===== config.mk =====
export PLATFORM = sky130hd
export DESIGN_NAME = wb2sram_sp_flat
export DESIGN_NICKNAME = d
export VERILOG_FILES = /design/src/rtl/wb2sram_sp_if.sv /design/src/rtl/wb2sram_sp.sv /design/src/flat_wrapper.sv
export SDC_FILE = /design/constraint.sdc
export NUM_CORES = 1
export LEC_CHECK = 0
export BUFFER_PORTS_ARGS = -buffer_cell sky130_fd_sc_hd__buf_2
export CAP_MARGIN = 20
export CORE_AREA = 2 2 82 84
export DETAILED_ROUTE_END_ITERATION = 10
export DIE_AREA = 0 0 84 86
export GPL_ROUTABILITY_DRIVEN = 0
export PLACE_DENSITY_LB_ADDON = 0.12
export SLEW_MARGIN = 20
export SYNTH_ARGS = -nofsm -noshare
export SYNTH_HDL_FRONTEND = slang
export SYNTH_SLANG_ARGS = --single-unit

===== constraint.sdc =====
create_clock -name clk -period 1.14 [get_ports clk]
set_input_delay 0.171 -clock clk [delete_from_list [all_inputs] [get_ports clk]]
set_output_delay 0.171 -clock clk [all_outputs]
set_load 0.005 [all_outputs]

===== src/rtl/wb2sram_sp_if.sv =====
// Wishbone slave and single-port SRAM signal bundle for wb2sram_sp.
// The slave modport is the bridge's view; master is the environment's (WB master plus SRAM).
interface wb2sram_sp_if #(
  parameter int unsigned AW = 32,
  parameter int unsigned DW = 32
);
  localparam int unsigned SW      = DW / 8;
  localparam int unsigned WORD_AW = AW - $clog2(SW);

  logic [AW-1:0]      wb_adr_i;
  logic [DW-1:0]      wb_dat_i;
  logic [SW-1:0]      wb_sel_i;
  logic               wb_we_i;
  logic               wb_cyc_i;
  logic               wb_stb_i;
  logic [2:0]         wb_cti_i;
  logic [1:0]         wb_bte_i;
  logic               wb_ack_o;
  logic               wb_err_o;
  logic [DW-1:0]      wb_dat_o;

  logic               sram_ce;
  logic               sram_we;
  logic               sram_oe;
  logic [WORD_AW-1:0] sram_waddr;
  logic [DW-1:0]      sram_din;
  logic [SW-1:0]      sram_sel;
  logic [DW-1:0]      sram_dout;

  modport slave (
    input  wb_adr_i, wb_dat_i, wb_sel_i, wb_we_i, wb_cyc_i, wb_stb_i, wb_cti_i, wb_bte_i,
    output wb_ack_o, wb_err_o, wb_dat_o,
    output sram_ce, sram_we, sram_oe, sram_waddr, sram_din, sram_sel,
    input  sram_dout
  );

  modport master (
    output wb_adr_i, wb_dat_i, wb_sel_i, wb_we_i, wb_cyc_i, wb_stb_i, wb_cti_i, wb_bte_i,
    input  wb_ack_o, wb_err_o, wb_dat_o,
    input  sram_ce, sram_we, sram_oe, sram_waddr, sram_din, sram_sel,
    output sram_dout
  );
endinterface


===== src/rtl/wb2sram_sp.sv =====
// Wishbone slave to single-port synchronous SRAM bridge with registered ack/err.
// Define WB2SRAM_BURST_EN to add incrementing/wrapping bursts; otherwise every access is classic.
module wb2sram_sp #(
  parameter int unsigned AW            = 32,
  parameter int unsigned DW            = 32,
  parameter int unsigned MEM_SIZE_BYTE = 32'h8000
) (
  input  logic          clk,
  input  logic          rst,
  wb2sram_sp_if.slave   bus
);

  localparam int unsigned SW      = DW / 8;
  localparam int unsigned BW      = $clog2(SW);
  localparam int unsigned WORD_AW = AW - BW;
  localparam logic [AW:0] ADR_LIM = (AW+1)'(MEM_SIZE_BYTE);

  typedef enum logic [1:0] {
    IDLE  = 2'd0,
    ACK   = 2'd1,
    BURST = 2'd2,
    ERR   = 2'd3
  } state_t;

  state_t               r_state;
  state_t               w_state_n;
  logic                 r_ack;
  logic                 r_err;
  logic                 w_ack_n;
  logic                 w_err_n;
  logic                 w_ce;
  logic                 w_we;
  logic                 w_oe;
  logic [WORD_AW-1:0]   w_waddr;
  logic [WORD_AW-1:0]   w_adr_word;
  logic                 w_adr_oob;
  logic                 w_req;
  logic                 w_unused;

  assign w_adr_word = bus.wb_adr_i[AW-1:BW];
  assign w_adr_oob  = {1'b0, bus.wb_adr_i} >= ADR_LIM;
  assign w_req      = bus.wb_cyc_i && bus.wb_stb_i;
  // Byte-offset bits never address the SRAM; cti/bte are unused without bursts.
  assign w_unused   = ^{bus.wb_cti_i, bus.wb_bte_i, bus.wb_adr_i};

`ifdef WB2SRAM_BURST_EN
  localparam logic [WORD_AW:0] WADR_LIM = (WORD_AW+1)'(MEM_SIZE_BYTE / SW);

  logic [WORD_AW-1:0] r_waddr;
  logic [WORD_AW-1:0] w_waddr_n;
  logic               w_baddr_oob;

  assign w_baddr_oob = {1'b0, r_waddr} >= WADR_LIM;

  // Increment within a 4/8/16-word window selected by bte; bte=00 is linear.
  function automatic logic [WORD_AW-1:0] wrap_inc(input logic [WORD_AW-1:0] a,
                                                  input logic [1:0]         bte);
    logic [WORD_AW-1:0] inc;
    logic [WORD_AW-1:0] mask;
    inc = a + WORD_AW'(1);
    case (bte)
      2'b01:   mask = WORD_AW'(3);
      2'b10:   mask = WORD_AW'(7);
      2'b11:   mask = WORD_AW'(15);
      default: mask = '1;
    endcase
    return (a & ~mask) | (inc & mask);
  endfunction
`endif

  always_ff @(posedge clk or negedge rst) begin
    if (!rst) begin
      r_state <= IDLE;
      r_ack   <= 1'b0;
      r_err   <= 1'b0;
`ifdef WB2SRAM_BURST_EN
      r_waddr <= '0;
`endif
    end else begin
      r_state <= w_state_n;
      r_ack   <= w_ack_n;
      r_err   <= w_err_n;
`ifdef WB2SRAM_BURST_EN
      r_waddr <= w_waddr_n;
`endif
    end
  end

  always_comb begin
    w_state_n = r_state;
    w_ack_n   = 1'b0;
    w_err_n   = 1'b0;
    w_ce      = 1'b0;
    w_we      = 1'b0;
    w_oe      = 1'b0;
    w_waddr   = w_adr_word;
`ifdef WB2SRAM_BURST_EN
    w_waddr_n = r_waddr;
`endif
    case (r_state)
      IDLE: begin
        if (w_req) begin
          if (w_adr_oob) begin
            w_err_n   = 1'b1;
            w_state_n = ERR;
          end else begin
            w_ce      = 1'b1;
            w_we      = bus.wb_we_i;
            w_oe      = !bus.wb_we_i;
            w_ack_n   = 1'b1;
            w_state_n = ACK;
`ifdef WB2SRAM_BURST_EN
            if (bus.wb_cti_i == 3'b010) begin
              w_state_n = BURST;
              w_waddr_n = wrap_inc(w_adr_word, bus.wb_bte_i);
            end
`endif
          end
        end
      end
      ACK, ERR: w_state_n = IDLE;
      BURST: begin
`ifdef WB2SRAM_BURST_EN
        // Beat address comes from r_waddr; wb_adr_i is ignored after the first beat.
        w_waddr = r_waddr;
        if (!bus.wb_cyc_i) begin
          w_state_n = IDLE;
        end else if (bus.wb_stb_i) begin
          if (w_baddr_oob) begin
            w_err_n   = 1'b1;
            w_state_n = IDLE;
          end else begin
            w_ce      = 1'b1;
            w_we      = bus.wb_we_i;
            w_oe      = !bus.wb_we_i;
            w_ack_n   = 1'b1;
            w_waddr_n = wrap_inc(r_waddr, bus.wb_bte_i);
            if (bus.wb_cti_i == 3'b111) w_state_n = IDLE;
          end
        end
`else
        w_state_n = IDLE;
`endif
      end
      default: w_state_n = IDLE;
    endcase
    // SRAM strobes stay quiet for the whole time reset is held.
    if (!rst) begin
      w_ce = 1'b0;
      w_we = 1'b0;
      w_oe = 1'b0;
    end
  end

  assign bus.wb_ack_o   = r_ack;
  assign bus.wb_err_o   = r_err;
  assign bus.wb_dat_o   = bus.sram_dout;
  assign bus.sram_ce    = w_ce;
  assign bus.sram_we    = w_we;
  assign bus.sram_oe    = w_oe;
  assign bus.sram_waddr = w_waddr;
  assign bus.sram_din   = bus.wb_dat_i;
  assign bus.sram_sel   = bus.wb_sel_i;

endmodule


===== src/flat_wrapper.sv =====
// flat-port wrapper written by rule: the top's interface ports become plain ports
module wb2sram_sp_flat 
#(
  parameter int unsigned AW            = 32,
  parameter int unsigned DW            = 32,
  parameter int unsigned MEM_SIZE_BYTE = 32'h8000
)
  (clk, rst, bus_wb_adr_i, bus_wb_dat_i, bus_wb_sel_i, bus_wb_we_i, bus_wb_cyc_i, bus_wb_stb_i, bus_wb_cti_i, bus_wb_bte_i, bus_wb_ack_o, bus_wb_err_o, bus_wb_dat_o, bus_sram_ce, bus_sram_we, bus_sram_oe, bus_sram_waddr, bus_sram_din, bus_sram_sel, bus_sram_dout);
  wb2sram_sp_if #(.AW(AW), .DW(DW)) bus_i ();
  input  logic clk;
  input  logic rst;
  input wire logic [$bits(bus_i.wb_adr_i)-1:0] bus_wb_adr_i;
  input wire logic [$bits(bus_i.wb_dat_i)-1:0] bus_wb_dat_i;
  input wire logic [$bits(bus_i.wb_sel_i)-1:0] bus_wb_sel_i;
  input wire logic [$bits(bus_i.wb_we_i)-1:0] bus_wb_we_i;
  input wire logic [$bits(bus_i.wb_cyc_i)-1:0] bus_wb_cyc_i;
  input wire logic [$bits(bus_i.wb_stb_i)-1:0] bus_wb_stb_i;
  input wire logic [$bits(bus_i.wb_cti_i)-1:0] bus_wb_cti_i;
  input wire logic [$bits(bus_i.wb_bte_i)-1:0] bus_wb_bte_i;
  output wire logic [$bits(bus_i.wb_ack_o)-1:0] bus_wb_ack_o;
  output wire logic [$bits(bus_i.wb_err_o)-1:0] bus_wb_err_o;
  output wire logic [$bits(bus_i.wb_dat_o)-1:0] bus_wb_dat_o;
  output wire logic [$bits(bus_i.sram_ce)-1:0] bus_sram_ce;
  output wire logic [$bits(bus_i.sram_we)-1:0] bus_sram_we;
  output wire logic [$bits(bus_i.sram_oe)-1:0] bus_sram_oe;
  output wire logic [$bits(bus_i.sram_waddr)-1:0] bus_sram_waddr;
  output wire logic [$bits(bus_i.sram_din)-1:0] bus_sram_din;
  output wire logic [$bits(bus_i.sram_sel)-1:0] bus_sram_sel;
  input wire logic [$bits(bus_i.sram_dout)-1:0] bus_sram_dout;
  assign bus_i.wb_adr_i = bus_wb_adr_i;
  assign bus_i.wb_dat_i = bus_wb_dat_i;
  assign bus_i.wb_sel_i = bus_wb_sel_i;
  assign bus_i.wb_we_i = bus_wb_we_i;
  assign bus_i.wb_cyc_i = bus_wb_cyc_i;
  assign bus_i.wb_stb_i = bus_wb_stb_i;
  assign bus_i.wb_cti_i = bus_wb_cti_i;
  assign bus_i.wb_bte_i = bus_wb_bte_i;
  assign bus_wb_ack_o = bus_i.wb_ack_o;
  assign bus_wb_err_o = bus_i.wb_err_o;
  assign bus_wb_dat_o = bus_i.wb_dat_o;
  assign bus_sram_ce = bus_i.sram_ce;
  assign bus_sram_we = bus_i.sram_we;
  assign bus_sram_oe = bus_i.sram_oe;
  assign bus_sram_waddr = bus_i.sram_waddr;
  assign bus_sram_din = bus_i.sram_din;
  assign bus_sram_sel = bus_i.sram_sel;
  assign bus_i.sram_dout = bus_sram_dout;
  wb2sram_sp #(.AW(AW), .DW(DW), .MEM_SIZE_BYTE(MEM_SIZE_BYTE)) u_core (.clk(clk), .rst(rst), .bus(bus_i));
endmodule

### Word-level counts from Yosys, hierarchy flattened

Cells that the tools add are included.

* mux-type cells: 18
* $lt $le $gt $ge: 1
* reduce and logical (&&, ||, !) cells: 4
* equality and inequality tests: 4

Operator list (count)
* greater-or-equal comparator 32 x 16 -> 1 bit (second input constant): 1
* two-way mux 1 bit: 15
* == test 2 bit (second input constant): 2
* two-way mux 2 bit: 2
* case mux 2 bit (2 select lines): 1
* OR reduction 3 bit: 1
* == test 2 x 1 -> 1 bit (second input constant): 1
* logical NOT 2 bit: 1
* != test 2 x 1 -> 1 bit (second input constant): 1
* logical AND 1 bit: 1
* logical NOT 1 bit: 1

* output and inout port bits: 103
* bits in registers: 4
* logic and storage cells: 30

### Logic depth before layout (Yosys ltp)

* depth after elaboration: 5
* gate-level depth with buffers: 4
* gate-level depth less buffers: 3

### Worst setup path after synthesis

Ideal clock, no wire load.

* kind: register -> output
* start: reg u_core.r_state[0]
* end: out bus_sram_oe
* data required time: 0.969 ns
* data arrival time: 0.985 ns
* cell stages (with the launch flop): 5
* path buffers: 1
* slack: -0.016 ns
* cell sequence: dfrtp_1 and4bb_2 clkbuf_2 nand3b_1 nor3_1

* longest elaborated chain between the ends: 3

RTL lines
* from (decl): line wb2sram_sp.sv:25 `state_t r_state;`
* from (signal assigned): line wb2sram_sp.sv:80 `r_state <= w_state_n;`
* logical NOT 2 bit: line wb2sram_sp.sv:100 `case (r_state)`
* two-way mux 1 bit: line wb2sram_sp.sv:100
* two-way mux 1 bit: line wb2sram_sp.sv:148 `if (!rst) begin`
* to (decl): line flat_wrapper.sv:25 `output wire logic [$bits(bus_i.sram_oe)-1:0] bus_sram_oe;`

No other way between the ends.

### Worst setup path in the final report

Same ends and word-level chain as after synthesis.

==> flow_summary.ini <==
[floorplan]
die_y_um = 86
io_pins = 213
start_util = 0.157
die_w_um = 84
design.core.area_um2 = 6280
row_count = 29
die_area_um2 = 7220

[routing]
wirelength_um = 2090
first_pass_iters = 2
routed_via_density = 3.15
via_count = 475
drcViolationCount = 0
wl_per_cell_um = 13.8
ant_nets = 0
first_iter_violations = 3

[critical_path]
r2r-end = u_core.bus.wb_ack_o
rrSetupSlack_ns = -0.06
worst_r2r_path_depth = 5
crit_buf_inv = 1
criticalPathCategory = reg -> out
cp.arrival_ns = 1.21
startpoint = u_core.r_state[0]
r2r-start = u_core.r_state[0]
crit_fanout = 4
cp-end-kind = output port
start_kind = register
crit_chain = and4bb_2 > nand3b_1 > nor3_2 > buf_2
crit_path_max_incr_delay_ns = 0.34
crit_slowest_cell = dfrtp_1
cp.required_ns = 0.97
crit_family = simple AND/OR/NAND/NOR gates

[layout]
final_nets = 186
layout-drive-gt1-share = 0.838
area_growth_pct = -30.2
stdcell_area_um2 = 688
n_antenna_cell = 0
final-instance-count-excl-fill = 151

[timing]
fin_ws_ns = -0.243
tightest_slew_ns = 0.348
clock.fmax_ghz = 0.723
finalMaxSlewViolations = 0
rsz0062_at_grt = yes
period_minus_slack_ns = 1.38
relSlewSlack = 0.766
setup_viol = 6
finalHoldViolCount = 0
fin_crit_sh = 1.21
fin_skew_ns = 0.0000831

[synth]
synth-xor-area-share = 0
synthCells = 120
ys_ff_latch = 4
yosys_warnings = 0
muxShareOfSynthArea = 0
synthesis.nets = 230
synth_fa_ha_area_frac = 0
yosys.area_share.simple = 0.127
synth_top_family_by_area = buffers and inverters
syn_area_per_cell_um2 = 8.22
ys_seq_area_frac = 0.102
synth_compound_area_frac = 0.0152
synth_area_um2 = 986
synth.distinct_cells = 16

[clock_tree]
clk_latency_ns = 0.21
root_buffer = clkbuf_8
cts_max_path_buffers = 2
clock_sinks = 4
cts_tree = yes
numCtsBuffers = 3
clk_pin_slew_ns = 0.03
htree_levels = 1

[global_routing]
grt_start_max_net_pins = 5
antenna_found_initial = 0
grt.total_usage = 0.0540
grt.overflow.total = 0
grt_pass1_wl_um = 2950
first_global_vias = 478

[placed_design]
io_buffer_count = 43
dpl.cell_count = 145
dp_hpwl_um = 1880
dpl_cell_area_um2 = 599

[power_and_ir_drop]
pwr_density_cell_nw_per_um2 = 843
max-vdd-ir-drop_mv = 0.183
p_leak_nw = 0.322

[status]
violations = setup timing
outcome = finished, violations left

[worst_hold_path]
min-delay-start = bus_wb_dat_i[10]
hold_path.class = in -> out
holdPathEnd = bus_sram_din[10]
hold_depth = 0

[run]
drv_cap = 0
## sequential cells by signal, indices dropped and copies added, names as in the netlist
register             count
u_core.bus.wb_err_o      1
u_core.r_state           2
u_core.bus.wb_ack_o      1
## layer usage
metal / vias up / track usage / wire (µm)
li1: 188 / - / -
met1: 185 / 0.0362 / 521
met2: 80 / 0.0844 / 977
met3: 22 / 0.0577 / 510
met4: 0 / 0.0440 / 82
met5: - / 0 / 0
## report_power, final
part,switching [mW],leakage [nW],internal (mW),total (mW)
clock,0.0668,0.0216,0.224,0.291
combinational,0.0631,0.247,0.0753,0.138
sequential,0.00118,0.0537,0.149,0.150
total,0.131,0.322,0.449,0.580
## cells by family after synthesis
logic type      after synthesis
compound gates                2
buf+inv                     100
flops                         4
simple gates                 14
## cell usage in the layout (no fill, tap or decap), drive strengths merged
| cell | count |
|---|---|
| clkbuf | 3 |
| nor3 | 3 |
| buf | 50 |
| dlygate4sd3 | 1 |
| nor3b | 1 |
| o21a | 2 |
| dfrtp | 4 |
| or3 | 1 |
| nand4 | 1 |
| and4bb | 1 |
| nor2 | 1 |
| nand3b | 1 |
| nand3 | 1 |
| nor4 | 3 |
| nand2 | 1 |
## cell usage after synthesis
cell type | count | area (µm²)
buf_4 | 98 | 736
dfrtp_1 | 4 | 100
nor3_1 | 3 | 15.0
nor4_2 | 2 | 25.0
o21a_1 | 2 | 15.0
and4bb_2 | 1 | 12.5
buf_2 | 1 | 5.00
clkbuf_2 | 1 | 5.00
nand2_1 | 1 | 3.75
nand3_1 | 1 | 5.00
nand3b_1 | 1 | 7.51
nand4_2 | 1 | 12.5
nor2_1 | 1 | 3.75
nor3b_2 | 1 | 12.5
nor4_4 | 1 | 21.3
or3_1 | 1 | 6.26
## worst max path at each step
stage                              to  slack [ns]  cells past startpoint
after detailed placement  bus_sram_ce       -0.28                      5
after CTS                 bus_sram_ce       -0.27                      4
after global routing      bus_sram_oe       -0.33                      4
final                     bus_sram_oe       -0.24                      4
after global placement    bus_sram_ce       -0.26                      5
after floorplan           bus_sram_ce        0.01                      4
## cell type report
class	count	area, µm²
repair buffers	51	278
well taps	77	96.3
multi-input cells	16	173
flip-flops and latches	4	100
fillers	726	5590
clock buffers	3	41.3
## repair_timing
| item | 4_1_cts | 5_1_grt |
|---|---|---|
| pin swaps | 2 | 1 |
| setup buffers | 1 | 1 |
| endpoints found under the setup margin | 3 | 6 |
| resized for setup | 1 | 2 |
| hold endpoints to repair | 4 | 0 |
| hold buffers | 1 | 0 |
## through the flow
step | TNS [ns] | hold slack, ns | worst slack [ns] | utilization | total power [mW]
3_5_place_dp | -1.35 | 0.00303 | -0.277 | 0.0955 | 0.280
6_report | -0.778 | 0.342 | -0.243 | 0.110 | 0.580
3_3_place_gp | -1.30 | 0.00837 | -0.256 | 0.0955 | 0.280
2_1_floorplan | 0 | -0.125 | 0.0113 | - | 0.454
5_1_grt | -1.14 | 0.342 | -0.326 | 0.110 | 0.622
4_1_cts | -0.791 | 0.342 | -0.266 | 0.106 | 0.592
Note: power is estimated with default switching activity, not from simulation.
